## src/rtl/lane_wb_arbiter.sv

```systemverilog
// Writeback arbiter for vector-lane functional units: round-robin between bursts,
// locks onto one unit for a whole burst, and feeds a single registered writeback port.
module lane_wb_arbiter #(
    parameter int NUM_REQ = 5,
    parameter int DATA_W  = 16,
    parameter int VREG_W  = 5,
    parameter int IDX_W   = 6,
    localparam int SRC_W  = (NUM_REQ > 1) ? $clog2(NUM_REQ) : 1
) (
    input  logic                      CLK,
    input  logic                      RST,
    input  logic [NUM_REQ-1:0]        req_valid,
    input  logic [NUM_REQ-1:0]        req_last,
    input  logic [NUM_REQ*VREG_W-1:0] req_vd,
    input  logic [NUM_REQ*IDX_W-1:0]  req_idx,
    input  logic [NUM_REQ*DATA_W-1:0] req_data,
    output logic [NUM_REQ-1:0]        req_ready,
    output logic                      wb_valid,
    output logic [VREG_W-1:0]         wb_vd,
    output logic [IDX_W-1:0]          wb_idx,
    output logic [DATA_W-1:0]         wb_data,
    output logic [SRC_W-1:0]          wb_src,
    input  logic                      wb_ready,
    output logic                      busy
);

    typedef enum logic {IDLE, LOCK} state_e;

    localparam logic [SRC_W-1:0] LAST_SRC = SRC_W'(NUM_REQ - 1);

    state_e             state_q, state_d;
    logic [SRC_W-1:0]   owner_q, owner_d;
    logic [SRC_W-1:0]   rr_ptr_q, rr_ptr_d;
    logic               wb_valid_q;
    logic [VREG_W-1:0]  wb_vd_q;
    logic [IDX_W-1:0]   wb_idx_q;
    logic [DATA_W-1:0]  wb_data_q;
    logic [SRC_W-1:0]   wb_src_q;

    logic               accept;
    logic               found;
    logic               xfer;
    logic [SRC_W-1:0]   winner;
    logic [SRC_W-1:0]   grant;

    logic [VREG_W-1:0]  vd_arr   [NUM_REQ];
    logic [IDX_W-1:0]   idx_arr  [NUM_REQ];
    logic [DATA_W-1:0]  data_arr [NUM_REQ];

    for (genvar g = 0; g < NUM_REQ; g++) begin : g_unpack
        assign vd_arr[g]   = req_vd[g*VREG_W +: VREG_W];
        assign idx_arr[g]  = req_idx[g*IDX_W +: IDX_W];
        assign data_arr[g] = req_data[g*DATA_W +: DATA_W];
    end

    assign accept = !wb_valid_q || wb_ready;

    // Rotating priority search starting at rr_ptr, wrapping at NUM_REQ.
    always_comb begin : winner_search
        logic [SRC_W:0]   sum;
        logic [SRC_W-1:0] cand;
        found  = 1'b0;
        winner = '0;
        sum    = '0;
        cand   = '0;
        for (int k = 0; k < NUM_REQ; k++) begin
            sum = {1'b0, rr_ptr_q} + (SRC_W+1)'(k);
            if (sum >= (SRC_W+1)'(NUM_REQ)) begin
                sum = sum - (SRC_W+1)'(NUM_REQ);
            end
            cand = sum[SRC_W-1:0];
            if (!found && req_valid[cand]) begin
                found  = 1'b1;
                winner = cand;
            end
        end
    end

    always_comb begin
        state_d   = state_q;
        owner_d   = owner_q;
        rr_ptr_d  = rr_ptr_q;
        req_ready = '0;
        grant     = winner;
        if (!RST) begin
            unique case (state_q)
                IDLE: begin
                    grant = winner;
                    if (found) begin
                        req_ready[winner] = accept;
                    end
                end
                LOCK: begin
                    grant = owner_q;
                    req_ready[owner_q] = accept & req_valid[owner_q];
                end
                default: ;
            endcase
        end
        xfer = |(req_valid & req_ready);
        // Burst end releases the lock and moves priority past the finishing unit.
        if (xfer) begin
            if (req_last[grant]) begin
                state_d  = IDLE;
                rr_ptr_d = (grant == LAST_SRC) ? '0 : grant + SRC_W'(1);
            end else begin
                state_d = LOCK;
                owner_d = grant;
            end
        end
    end

    always_ff @(posedge CLK or posedge RST) begin
        if (RST) begin
            state_q  <= IDLE;
            owner_q  <= '0;
            rr_ptr_q <= '0;
        end else begin
            state_q  <= state_d;
            owner_q  <= owner_d;
            rr_ptr_q <= rr_ptr_d;
        end
    end

    // Payload holds whenever nothing new is loaded; valid only clears on an idle accept.
    always_ff @(posedge CLK or posedge RST) begin
        if (RST) begin
            wb_valid_q <= 1'b0;
            wb_vd_q    <= '0;
            wb_idx_q   <= '0;
            wb_data_q  <= '0;
            wb_src_q   <= '0;
        end else if (xfer) begin
            wb_valid_q <= 1'b1;
            wb_vd_q    <= vd_arr[grant];
            wb_idx_q   <= idx_arr[grant];
            wb_data_q  <= data_arr[grant];
            wb_src_q   <= grant;
        end else if (accept) begin
            wb_valid_q <= 1'b0;
        end
    end

    assign wb_valid = wb_valid_q;
    assign wb_vd    = wb_vd_q;
    assign wb_idx   = wb_idx_q;
    assign wb_data  = wb_data_q;
    assign wb_src   = wb_src_q;
    assign busy     = (state_q == LOCK) || wb_valid_q;

endmodule

```

## config.mk

```make
export PLATFORM = sky130hd
export DESIGN_NAME = lane_wb_arbiter
export DESIGN_NICKNAME = d
export VERILOG_FILES = /design/src/rtl/lane_wb_arbiter.sv
export SDC_FILE = /design/constraint.sdc
export NUM_CORES = 1
export LEC_CHECK = 0
export BUFFER_PORTS_ARGS = -buffer_cell sky130_fd_sc_hd__buf_2
export CORE_MARGIN = 2
export CORE_UTILIZATION = 30
export DETAILED_ROUTE_END_ITERATION = 6
export PLACE_DENSITY_LB_ADDON = 0.05
export SETUP_SLACK_MARGIN = 0.5
export SLEW_MARGIN = 10
export SYNTH_ARGS = -nofsm -noshare
export SYNTH_HDL_FRONTEND = slang
export SYNTH_SLANG_ARGS = --single-unit
```

## constraint.sdc

```tcl
create_clock -name CLK -period 4.4 [get_ports CLK]
set_input_delay 0 -clock CLK [delete_from_list [all_inputs] [get_ports CLK]]
set_output_delay 0 -clock CLK [all_outputs]
set_load 0.01 [all_outputs]
```

---- Word-level counts from Yosys, hierarchy flattened ----
Cells that the tools add are included.
W data, S select, Z words.
word-level totals
  output and inout port bits .............. 37
  bits of input ports ..................... 148
  bits in registers ....................... 38
operators by class
  bitwise operators ....................... 7
  $add $sub $neg .......................... 10
  order comparisons ....................... 16
  equality and inequality tests ........... 1
  mux-type cells .......................... 51
  reductions and logical operators ........ 17
operators with widths
  operator               number
  $bmux W16 S3           1
  $mux W3                12
  $lt A3 B4 Y1 const B   8
  $mux W16               2
  $bmux W1 S3            7
  $mux W5                4
  $bmux W6 S3            1
  $mux W1                17
  $ge A4 B3 Y1 const B   4
  $and A5 B5 Y5          3
  $bmux W5 S3            1
  $sub A3 B3 Y3 const B  5
  $mux W6                2
  $pmux W5 S2            1
  $add A3 B2 Y4 const B  2
  $demux W1 S3           2
  $ge A3 B1 Y1 const B   2
  $logic_and A1 B1 Y1    6
  $pmux W3 S2            1
  $logic_not A1 Y1       5
  $reduce_or A5 Y1       1
  $add A3 B1 Y4 const B  1
  $add A3 B3 Y4 const B  1
  $ge A4 B4 Y1 const B   1
  9 further kinds        12

---- Depth between registers and ports, before layout ----
  word-level depth ........................ 28
  mapped depth ............................ 19
  depth with buffers taken out ............ 16

---- Worst setup path after synthesis ----
No wires, ideal clock.
  kind .................................... register to register
  start ................................... reg rr_ptr_q[1]
  end ..................................... reg rr_ptr_q[0]
  buffers on the path ..................... 3
  period minus slack after synthesis ...... 4.401 ns
  arrival ................................. 4.273 ns
  data required time ...................... 4.272 ns
  setup slack ............................. -0.001 ns
  cell stages (with the launch flop) ...... 18
  path through ............................ dfrtp_1 > buf_2 > inv_1 > ha_1 > ha_1 > inv_2 > o21ai_2 > mux2_4 > o31a_1 > or4b_4 > a41oi_4 > o31ai_2 > buf_2 > inv_1 > clkbuf_1 > ha_1 > a21oi_1 > mux2_1
between the ends
  word-level cells in the longest chain between the ends .. 28
  elaborated cells on any way between the ends .. 66
RTL lines
  what                                                                    RTL line  source
  start, declared                                                         33        logic [SRC_W-1:0] rr_ptr_q, rr_ptr_d;
  start signal, assigned                                                  121       rr_ptr_q <= rr_ptr_d;
  parallel branches: the longest is 28 deep, another holds $add A3 B1 Y4  --
Several ways; the timed one is not identified. The select of a mux whose other input is x is not followed.
A chain may end at the register's enable or synchronous reset.

---- Worst setup path after layout ----
  start ................................... reg rr_ptr_q[1]
  end ..................................... reg owner_q[0]
between the ends
  word-level cells in the longest chain between the ends .. 28
  elaborated cells on any way between the ends .. 64
RTL lines
  what                                                                    RTL line  source
  parallel branches: the longest is 28 deep, another holds $add A3 B1 Y4  --
  end signal, assigned                                                    120       owner_q <= owner_d;
  end, declared                                                           32        logic [SRC_W-1:0] owner_q, owner_d;
Several ways; the timed one is not identified. The select of a mux whose other input is x is not followed.

==> impl_results.md <==
- Outcome: finished clean
- Adder-cell share of the synthesized area: between 3 and 4%
- Number of global-route vias before repair: 4895
- Final Slew Violations: 0
- Sum Neg Setup Slack: 0 ns
- Clk_skew: about 0.008 ns
- Fmax: 245 MHz
- Placer congestion estimate: 0.849
- Max-slew headroom: about 50%
- Post-synthesis compound-gate area fraction: between 20% and 30%
- Final Setup Violations: 0
- Max Cap Violations: 0
- Vias post-DR: about 5000
- Layout cells sized above 1: between 40% and 50%
- R2r startpoint: rr_ptr_q[1]
- Seq/Total Area, Yosys: 22.5%
- Synthesized instance count: between 500 and 600
- Boundary pin count: 185
- Root Buffer: clkbuf_16
- Max Root-Sink Buffers: 2
- Syn_nets: between 600 and 700
- Reg-to-reg slack, setup: 0.32 ns
- Drt first pass iters: 5
- Critical path class: flop to flop
- Critical path fanouts, max: 10
- Synth top area cells: dfrtp_1, mux2i_1, nand2_1, nor3_1, a21oi_1
- Top cells by count, synth: nand2_1, mux2i_1, dfrtp_1
- Async set-reset flop share out of synthesis: 100%
- Synth Flop Type: dfrtp_1
- Top-area cell type share of the netlist area: 22.5%
- WL final: 16.5 mm
- Post-synthesis cell area: 4230 µm²
- Die height: between 100 and 150 µm
- Ys Warns: 0
- Worst r2r path cells: 14
- Hold Path End: wb_data[2]
- Cell count of the worst hold path: 3
- Die Width: approximately 120 µm
- Core footprint: around 14000 µm²
- Hold WC Path Type: input port to flop
- DR DRC count: 0
- Port Buffer Count: approximately 180
- Final Hold Viols: 0
- Clock Pin Slew Worst Setup and Hold Paths: 0.06 ns
- Required time worst endpoint: 4.63 ns
- Largest net degree at the start of global routing: 39
- Global-route wire length before repair: 25.1 mm
- Grt ovf: 0
- #FFs+latches synth: 38
- Post-DR vias/cell: 5.30
- Post-synth EDFFs: 0
- Ratio of final minimum period to clock period: 92.8%
- Main combinational cell family by area after synthesis: compound AO/OA/AOI/OAI gates
- CTS Buf Count: 5
- Global Route Usage Sum: 21.4%
- Crit start category: flop
- Reg2reg end: owner_q[0]
- Worst setup EP type: flop
- Starting Density: 30.6%
- Largest area contributor in the netlist: dfrtp_1
- Initial DRC count: around 280
- DRT antenna net count: 0
- Ant. Diodes: 0
- Die footprint: 15100 µm²
- CP arrival: 4.31 ns
- Slew @ Worst Pin: ~0.74 ns
- WL/cell: approximately 17 µm
- Hold path startpoint: req_data[66]
- Mux share of post-synthesis cell area: between 10% and 20%
- Syn Area/Cell: 7.95 µm²
- Layout area overhead: 57.1%
- Row cnt: 43
- TritonCTS clock tree: yes
- DP HPWL: approximately 12 mm
- XOR/XNOR Fraction of Synth Area: 0.828%
- Initial antenna violation count: 0
- Synth Area in Simple Gates: between 20% and 30%
- Clk sinks: 38
- RSZ-0062 raised after global routing: true
- Post-layout min period: around 4 ns
- H-tree depth: 2
- Synth unique cells: 76
- Nets@finish: 924
- Worst skew pair latency: ~0.30 ns
- Most frequent cell after synthesis: nand2_1
-- how the worst max path moves through the flow --
stage,startpoint,end,depth (start not counted)
detailed placement,rr_ptr_q[0],rr_ptr_q[0],15
floorplan,rr_ptr_q[0],rr_ptr_q[0],15
global placement,rr_ptr_q[0],rr_ptr_q[0],15
finish,rr_ptr_q[1],owner_q[0],14
CTS,rr_ptr_q[1],owner_q[0],15
global route,rr_ptr_q[1],owner_q[0],16
-- flip-flops by register name (all words and copies together) (netlist names) --
| register | count |
|---|---|
| wb_data | 16 |
| wb_idx | 6 |
| wb_vd | 5 |
| owner_q | 3 |
| rr_ptr_q | 3 |
| wb_src | 3 |
| state_q | 1 |
| wb_valid | 1 |
-- kinds of logic after synthesis --
family / count (synthesis)
buf+inv: 55
simple gates: 203
flops: 38
xor+xnor: 4
compound gates: 151
fa+ha+maj: 11
mux: 70
-- critical path: stages (launching register included) --
cell	delay [ns]
dfrtp_2	0.48
buf_4	0.21
fa_2	0.59
mux2_4	0.30
a32o_1	0.22
a31o_4	0.24
nor3_4	0.22
buf_6	0.15
and4_4	0.26
o31ai_4	0.06
buf_6	0.16
mux2_4	0.30
mux2_4	0.28
a221oi_4	0.33
mux2i_1	0.21
-- cell type report --
class,instances,area (µm²)
flip-flops and latches,38,953
inverters,16,72.6
well taps,180,225
repair buffers,265,1850
fillers,1341,7180
multi-input cells,439,3400
clock buffers,7,143
-- metrics by stage --
stage | cells | area (µm²) | utilization, % | hold WS [ns] | setup slack [ns]
6_report | 945 | 6650 | 48.1 | 0.00569 | 0.319
2_1_floorplan | 532 | 4400 | - | 0.0475 | 0.491
4_1_cts | 935 | 6380 | 46.1 | 0.000632 | 0.270
5_1_grt | 945 | 6650 | 48.1 | 0.0145 | 0.180
3_3_place_gp | 880 | 5500 | 39.8 | 0.240 | 0.109
3_5_place_dp | 880 | 5500 | 39.8 | 0.250 | 0.120
-- timing repair --
item,4_1_cts,5_1_grt
gates cloned,4,1
setup endpoints to repair,37,41
resized for setup,47,36
hold endpoints to repair,49,0
hold buffers,12,0
pin swaps,25,23
setup buffers,32,9
-- layer usage --
metal / up-vias / share of wire, % / routed length, µm / track usage (%)
met2: 152 / 50 / 8270 / 35.9
met3: 23 / 5.7 / 937 / 4.04
met4: 0 / 2.3 / 377 / 9.27
met1: 2388 / 42 / 6920 / 26.6
li1: 2446 / - / - / -
met5: - / 0 / 0 / 0
-- placed cells by master, fill, tap and decap left out, types with 14 or more instances in the layout --
cell type  count
a21boi_1      15
buf_4         42
mux2i_1       60
dfrtp_1       36
nor2_1        21
o21ai_1       14
buf_2        184
a21oi_1       29
nand2_1       88
nor3_1        33
Power is left out: the tool's default activity adds up to more than one toggle a clock period on the data nets, which glitch-free logic cannot reach.
